`src/rtl/wb_port_arbiter.sv`:
```
// Two-port writeback arbiter with starvation relief for the load port, a
// registered register-file write port, and a pending-destination scoreboard.
module wb_port_arbiter #(
  parameter int RegAddrLen   = 5,
  parameter int RegLen       = 32,
  parameter int RegNum       = 32,
  parameter int STARVE_LIMIT = 3
) (
  input  logic                  clk,
  input  logic                  rst,
  input  logic                  valid0,
  output logic                  ready0,
  input  logic [RegAddrLen-1:0] addr0,
  input  logic [RegLen-1:0]     data0,
  input  logic                  valid1,
  output logic                  ready1,
  input  logic [RegAddrLen-1:0] addr1,
  input  logic [RegLen-1:0]     data1,
  output logic                  write_enable,
  output logic [RegAddrLen-1:0] write_addr,
  output logic [RegLen-1:0]     write_data,
  input  logic                  issue_valid,
  input  logic [RegAddrLen-1:0] issue_addr,
  input  logic [RegAddrLen-1:0] query_addr1,
  input  logic [RegAddrLen-1:0] query_addr2,
  output logic                  busy1,
  output logic                  busy2,
  input  logic                  flush
);

  // Handshake: a transfer on port n happens at a posedge where validn && readyn.
  // Ready never depends on ready; only one port can be ready-and-valid at once.

  logic [2:0]            r_starve_cnt;
  logic                  r_we;
  logic [RegAddrLen-1:0] r_waddr;
  logic [RegLen-1:0]     r_wdata;
  logic [RegNum-1:0]     r_busy;

  logic                  w_starved;
  logic                  w_ready0;
  logic                  w_ready1;
  logic                  w_xfer0;
  logic                  w_xfer1;
  logic                  w_xfer;
  logic [RegAddrLen-1:0] w_xfer_addr;
  logic [RegLen-1:0]     w_xfer_data;
  logic [RegNum-1:0]     w_busy_next;

  assign w_starved   = (r_starve_cnt == 3'(STARVE_LIMIT));
  assign w_ready0    = !rst && !w_starved;
  assign w_ready1    = !rst && (w_starved || !valid0);
  assign w_xfer0     = valid0 && w_ready0;
  assign w_xfer1     = valid1 && w_ready1;
  assign w_xfer      = w_xfer0 || w_xfer1;
  assign w_xfer_addr = w_xfer1 ? addr1 : addr0;
  assign w_xfer_data = w_xfer1 ? data1 : data0;

  assign ready0 = w_ready0;
  assign ready1 = w_ready1;

  // Counter only climbs while the load port waits; any gap or grant resets it.
  always_ff @(posedge clk) begin
    if (rst) begin
      r_starve_cnt <= 3'd0;
    end else if (!valid1 || w_xfer1) begin
      r_starve_cnt <= 3'd0;
    end else if (!w_starved) begin
      r_starve_cnt <= r_starve_cnt + 3'd1;
    end
  end

  always_ff @(posedge clk) begin
    if (rst) begin
      r_we    <= 1'b0;
      r_waddr <= '0;
      r_wdata <= '0;
    end else begin
      r_we <= w_xfer;
      if (w_xfer) begin
        r_waddr <= w_xfer_addr;
        r_wdata <= w_xfer_data;
      end
    end
  end

  assign write_enable = r_we;
  assign write_addr   = r_waddr;
  assign write_data   = r_wdata;

  // Issue is applied after the clear so a same-edge issue keeps the bit set.
  always_comb begin
    w_busy_next = r_busy;
    if (w_xfer && (int'(w_xfer_addr) < RegNum)) begin
      w_busy_next[w_xfer_addr] = 1'b0;
    end
    if (issue_valid && (int'(issue_addr) < RegNum)) begin
      w_busy_next[issue_addr] = 1'b1;
    end
    w_busy_next[0] = 1'b0;
  end

  always_ff @(posedge clk) begin
    if (rst || flush) begin
      r_busy <= '0;
    end else begin
      r_busy <= w_busy_next;
    end
  end

  assign busy1 = (int'(query_addr1) < RegNum) ? r_busy[query_addr1] : 1'b0;
  assign busy2 = (int'(query_addr2) < RegNum) ? r_busy[query_addr2] : 1'b0;

endmodule

```
`config.mk`:
```
export PLATFORM = sky130hd
export DESIGN_NAME = wb_port_arbiter
export DESIGN_NICKNAME = d
export VERILOG_FILES = /design/src/rtl/wb_port_arbiter.sv
export SDC_FILE = /design/constraint.sdc
export NUM_CORES = 1
export LEC_CHECK = 0
export BUFFER_PORTS_ARGS = -buffer_cell sky130_fd_sc_hd__buf_2
export CORE_ASPECT_RATIO = 0.8
export CORE_UTILIZATION = 50
export CTS_CLUSTER_SIZE = 14
export DETAILED_ROUTE_END_ITERATION = 12
export HOLD_SLACK_MARGIN = 0.02
export PLACE_DENSITY = 0.85
export SLEW_MARGIN = 30
export SYNTH_ARGS = -nofsm -noshare
export SYNTH_HDL_FRONTEND = slang
export SYNTH_SLANG_ARGS = --single-unit
```
`constraint.sdc`:
```
create_clock -name clk -period 4.36 [get_ports clk]
set_clock_uncertainty 0.1 [all_clocks]
set_input_delay 0.436 -clock clk [delete_from_list [all_inputs] [get_ports clk]]
set_output_delay 0.436 -clock clk [all_outputs]
set_load 0.005 [all_outputs]
```
==> flow_metrics.env <==
export IMPL_period_share_pct=66.6
export IMPL_gp_congestion=0.840
export IMPL_cts_resized=0
export IMPL_hold_viol=0
export IMPL_power_total_w=0.00143
export IMPL_clk_transition_reported_paths_ns=0.08
export IMPL_wirelength_um=11000
export IMPL_synth_compound_area_share_pct=26.7
export IMPL_syn_mean_instance_area_um2=9.10
export IMPL_cts_root_buffer="clkbuf_8"
export IMPL_synthTopCellsByCount="72 x dfxtp_1, 48 x nand2_1, 39 x a21oi_1"
export IMPL_synthSimpleGateAreaFrac_pct=19.6
export IMPL_fillers=582
export IMPL_cts_buffers=9
export IMPL_initial_utilization_pct=52.5
export IMPL_grt_pass1_wl_um=17400
export IMPL_crit_top_cell="ha_1"
export IMPL_synth_seq_cells=72
export IMPL_synth_xor_area_share_pct=0
export IMPL_ios=137
export IMPL_cp_slowest_cell="mux2i_1"
export IMPL_worstHoldStart="data0[12]"
export IMPL_die_w_um=97.5
export IMPL_area_delta_synth_final_pct=24.3
export IMPL_synthArstFlopShare_pct=0
export IMPL_clock_latency_ns=0.36
export IMPL_slowest_delay_ns=0.68
export IMPL_fp_row_count=27
export IMPL_rsz0062_at_grt="no"
export IMPL_fin_nets=623
export IMPL_seq_area_um2=1440
export IMPL_yosys_warnings=0
export IMPL_via_per_inst=6.26
export IMPL_worstPathCellList="ha_1 > ha_1 > nor2b_4 > nor2_2 > mux2i_1 > nand3_1 > a32o_1"
export IMPL_wl_per_cell_um=17.8
export IMPL_yosysTopAreaCell="dfxtp_1"
export IMPL_fp_coreArea_um2=6960
export IMPL_synth_mux_area_fraction_pct=9.77
export IMPL_post_route_util_pct=65.2
export IMPL_synth_ff_type="dfxtp_1"
export IMPL_min_path_type="input port to flip-flop"
export IMPL_netlist_area_um2=3650
export IMPL_maxSlewViolCount=0
export IMPL_critical_path_class="flip-flop to flip-flop"
export IMPL_drive_above_1_share_pct=33.1
export IMPL_multiInputGateArea_um2=2080
export IMPL_ant_nets=0
export IMPL_place_hpwl_um=8120
export IMPL_synth_edff_count=0
export IMPL_syn_nets=498
export IMPL_cts_num_sinks=72
export IMPL_critPathTopFamily="simple AND/OR/NAND/NOR gates"
export IMPL_stdcell_area_um2=4540
export IMPL_synth_top_family_by_area="compound AO/OA/AOI/OAI gates"
export IMPL_setup_viol_count_final=0
export IMPL_grt_pass1_vias=3676
export IMPL_cap_viol_max_count=0
export IMPL_cp_num_buf_inv=0
export IMPL_synth_adder_area_share_pct=0.685
export IMPL_ys_seq_area_share_pct=39.5
export IMPL_post_cts_buffers=0
export IMPL_place_ws_ns=1.25
export IMPL_slew_headroom_pct=35.9
export IMPL_dr_pass1_iters=6
export IMPL_n_antenna_cell=0
export IMPL_end_kind="flip-flop"
export IMPL_placement_io_buffers=136
export IMPL_gr_usage_all_layers_pct=28.6
export IMPL_synth_top_area_share_pct=39.5
export IMPL_synth_cells=401
export IMPL_crit_arrival_ns=3.06
export IMPL_outcome="finished, final reports clean"
export IMPL_cp_start_kind="flip-flop"
export IMPL_grt_max_degree=48
export IMPL_synth_most_common_cell="dfxtp_1"
export IMPL_tightest_slew_ns=0.954
export IMPL_synth_area_leaders="dfxtp_1 39%, a32o_1 8.5%, a22oi_1 7.4%"
export IMPL_dr_first_iter_drc_count=285
export IMPL_fmax_mhz=344
export IMPL_ir_drop_mv=0.219
export IMPL_netlist_cell_type_count=47
export IMPL_cp_max_fo=17
export IMPL_clock_path_buffers=2
export IMPL_overflow=0
export IMPL_r2r_start="r_starve_cnt[0]"
export IMPL_drc=0
export IMPL_startpoint="r_starve_cnt[0]"
export IMPL_setup_slack_ns=1.45
export IMPL_dieArea_um2=7650
export IMPL_die_y_um=78.4
export IMPL_ctsHoldBuffers=0
export IMPL_cts_tree="built"
export IMPL_tns_ns=0
export IMPL_vias=3871
export IMPL_fin_crit_ns=2.91
export IMPL_placed_area_um2=4360
export IMPL_power_density_nw_per_um2=315
export IMPL_cp_required_ns=4.51
export IMPL_htreeDepth=3
export IMPL_p_leak_nw=1.91
export IMPL_antenna_found_initial=0
==> per-stage QoR <==
stage,cells,hold WS [ns]
2_1_floorplan,401,0.297
3_3_place_gp,602,0.305
3_5_place_dp,602,0.324
4_1_cts,618,0.247
5_1_grt,618,0.278
6_report,618,0.252
==> report_power, final <==
group | total, W | leakage [nW] | switching, W | internal (W)
Clock | 0.000508 | 0.0941 | 0.000246 | 0.000262
Combinational | 0.000226 | 1.23 | 0.000131 | 0.0000948
Sequential | 0.000694 | 0.587 | 0.0000126 | 0.000682
==> sequential cells by signal, summed over array words and instances, names as in the netlist <==
name          count
r_busy           31
r_starve_cnt      3
write_addr        5
write_data       32
write_enable      1
==> logic make-up after synthesis <==
kind of cell | count (synthesis)
buffers and inverters | 31
AOI/OAI and AO/OA | 128
adders and majority gates | 2
DFF | 72
and+or+nand+nor | 140
muxes | 28
==> worst min-delay path: cells and delay by family <==
kind	cells	cell delay, ns
AOI/OAI and AO/OA	2	0.16
buffers and inverters	1	0.08
==> per-layer routing <==
layer | global-route usage (%) | vias up | share of wire, %
met3 | 7.30 | 26 | 9.9
li1 | - | 1786 | -
met1 | 35.2 | 1843 | 39
met4 | 10.7 | 0 | 2.0
met5 | 0 | - | 0
met2 | 48.4 | 216 | 49
==> cells in the final DEF, fill, tap and decap left out, types with 2 or more instances in the layout <==
master / n
ha_1: 2
or3_1: 2
mux2i_1: 21
a22oi_1: 36
a21oi_1: 39
clkbuf_8: 9
nor2b_1: 6
clkbuf_1: 3
nand2b_1: 6
nor2_2: 3
nor2_1: 16
buf_4: 4
o21ai_0: 7
nand4_1: 3
and3b_1: 2
clkinv_2: 3
nor3b_1: 5
inv_1: 5
nor3_1: 5
buf_2: 136
nand3_1: 31
nand2_1: 48
dfxtp_1: 72
a311oi_1: 3
and3_1: 2
a211oi_1: 2
a2111oi_0: 2
mux4_2: 6
a32o_1: 31
==> layout make-up <==
class | count | share of cell area [%]
Clock inverter | 4 | 0.993
Clock buffer | 12 | 2.98
Inverter | 5 | 0.414
Multi-Input combinational cell | 298 | 45.8
Sequential cell | 72 | 31.8
Timing Repair Buffer | 140 | 15.7
Tap cell | 87 | 2.40
==> worst paths after layout <==
kind / endpoint / slack (ns) / depth (start not counted)
max: r_busy[16] / 1.45 / 7
min: write_data[12] / 0.25 / 3
max reg2reg: r_busy[16] / 1.45 / 7
min reg2reg: r_starve_cnt[0] / 0.33 / 1
Note: power is estimated with default switching activity, not from simulation.
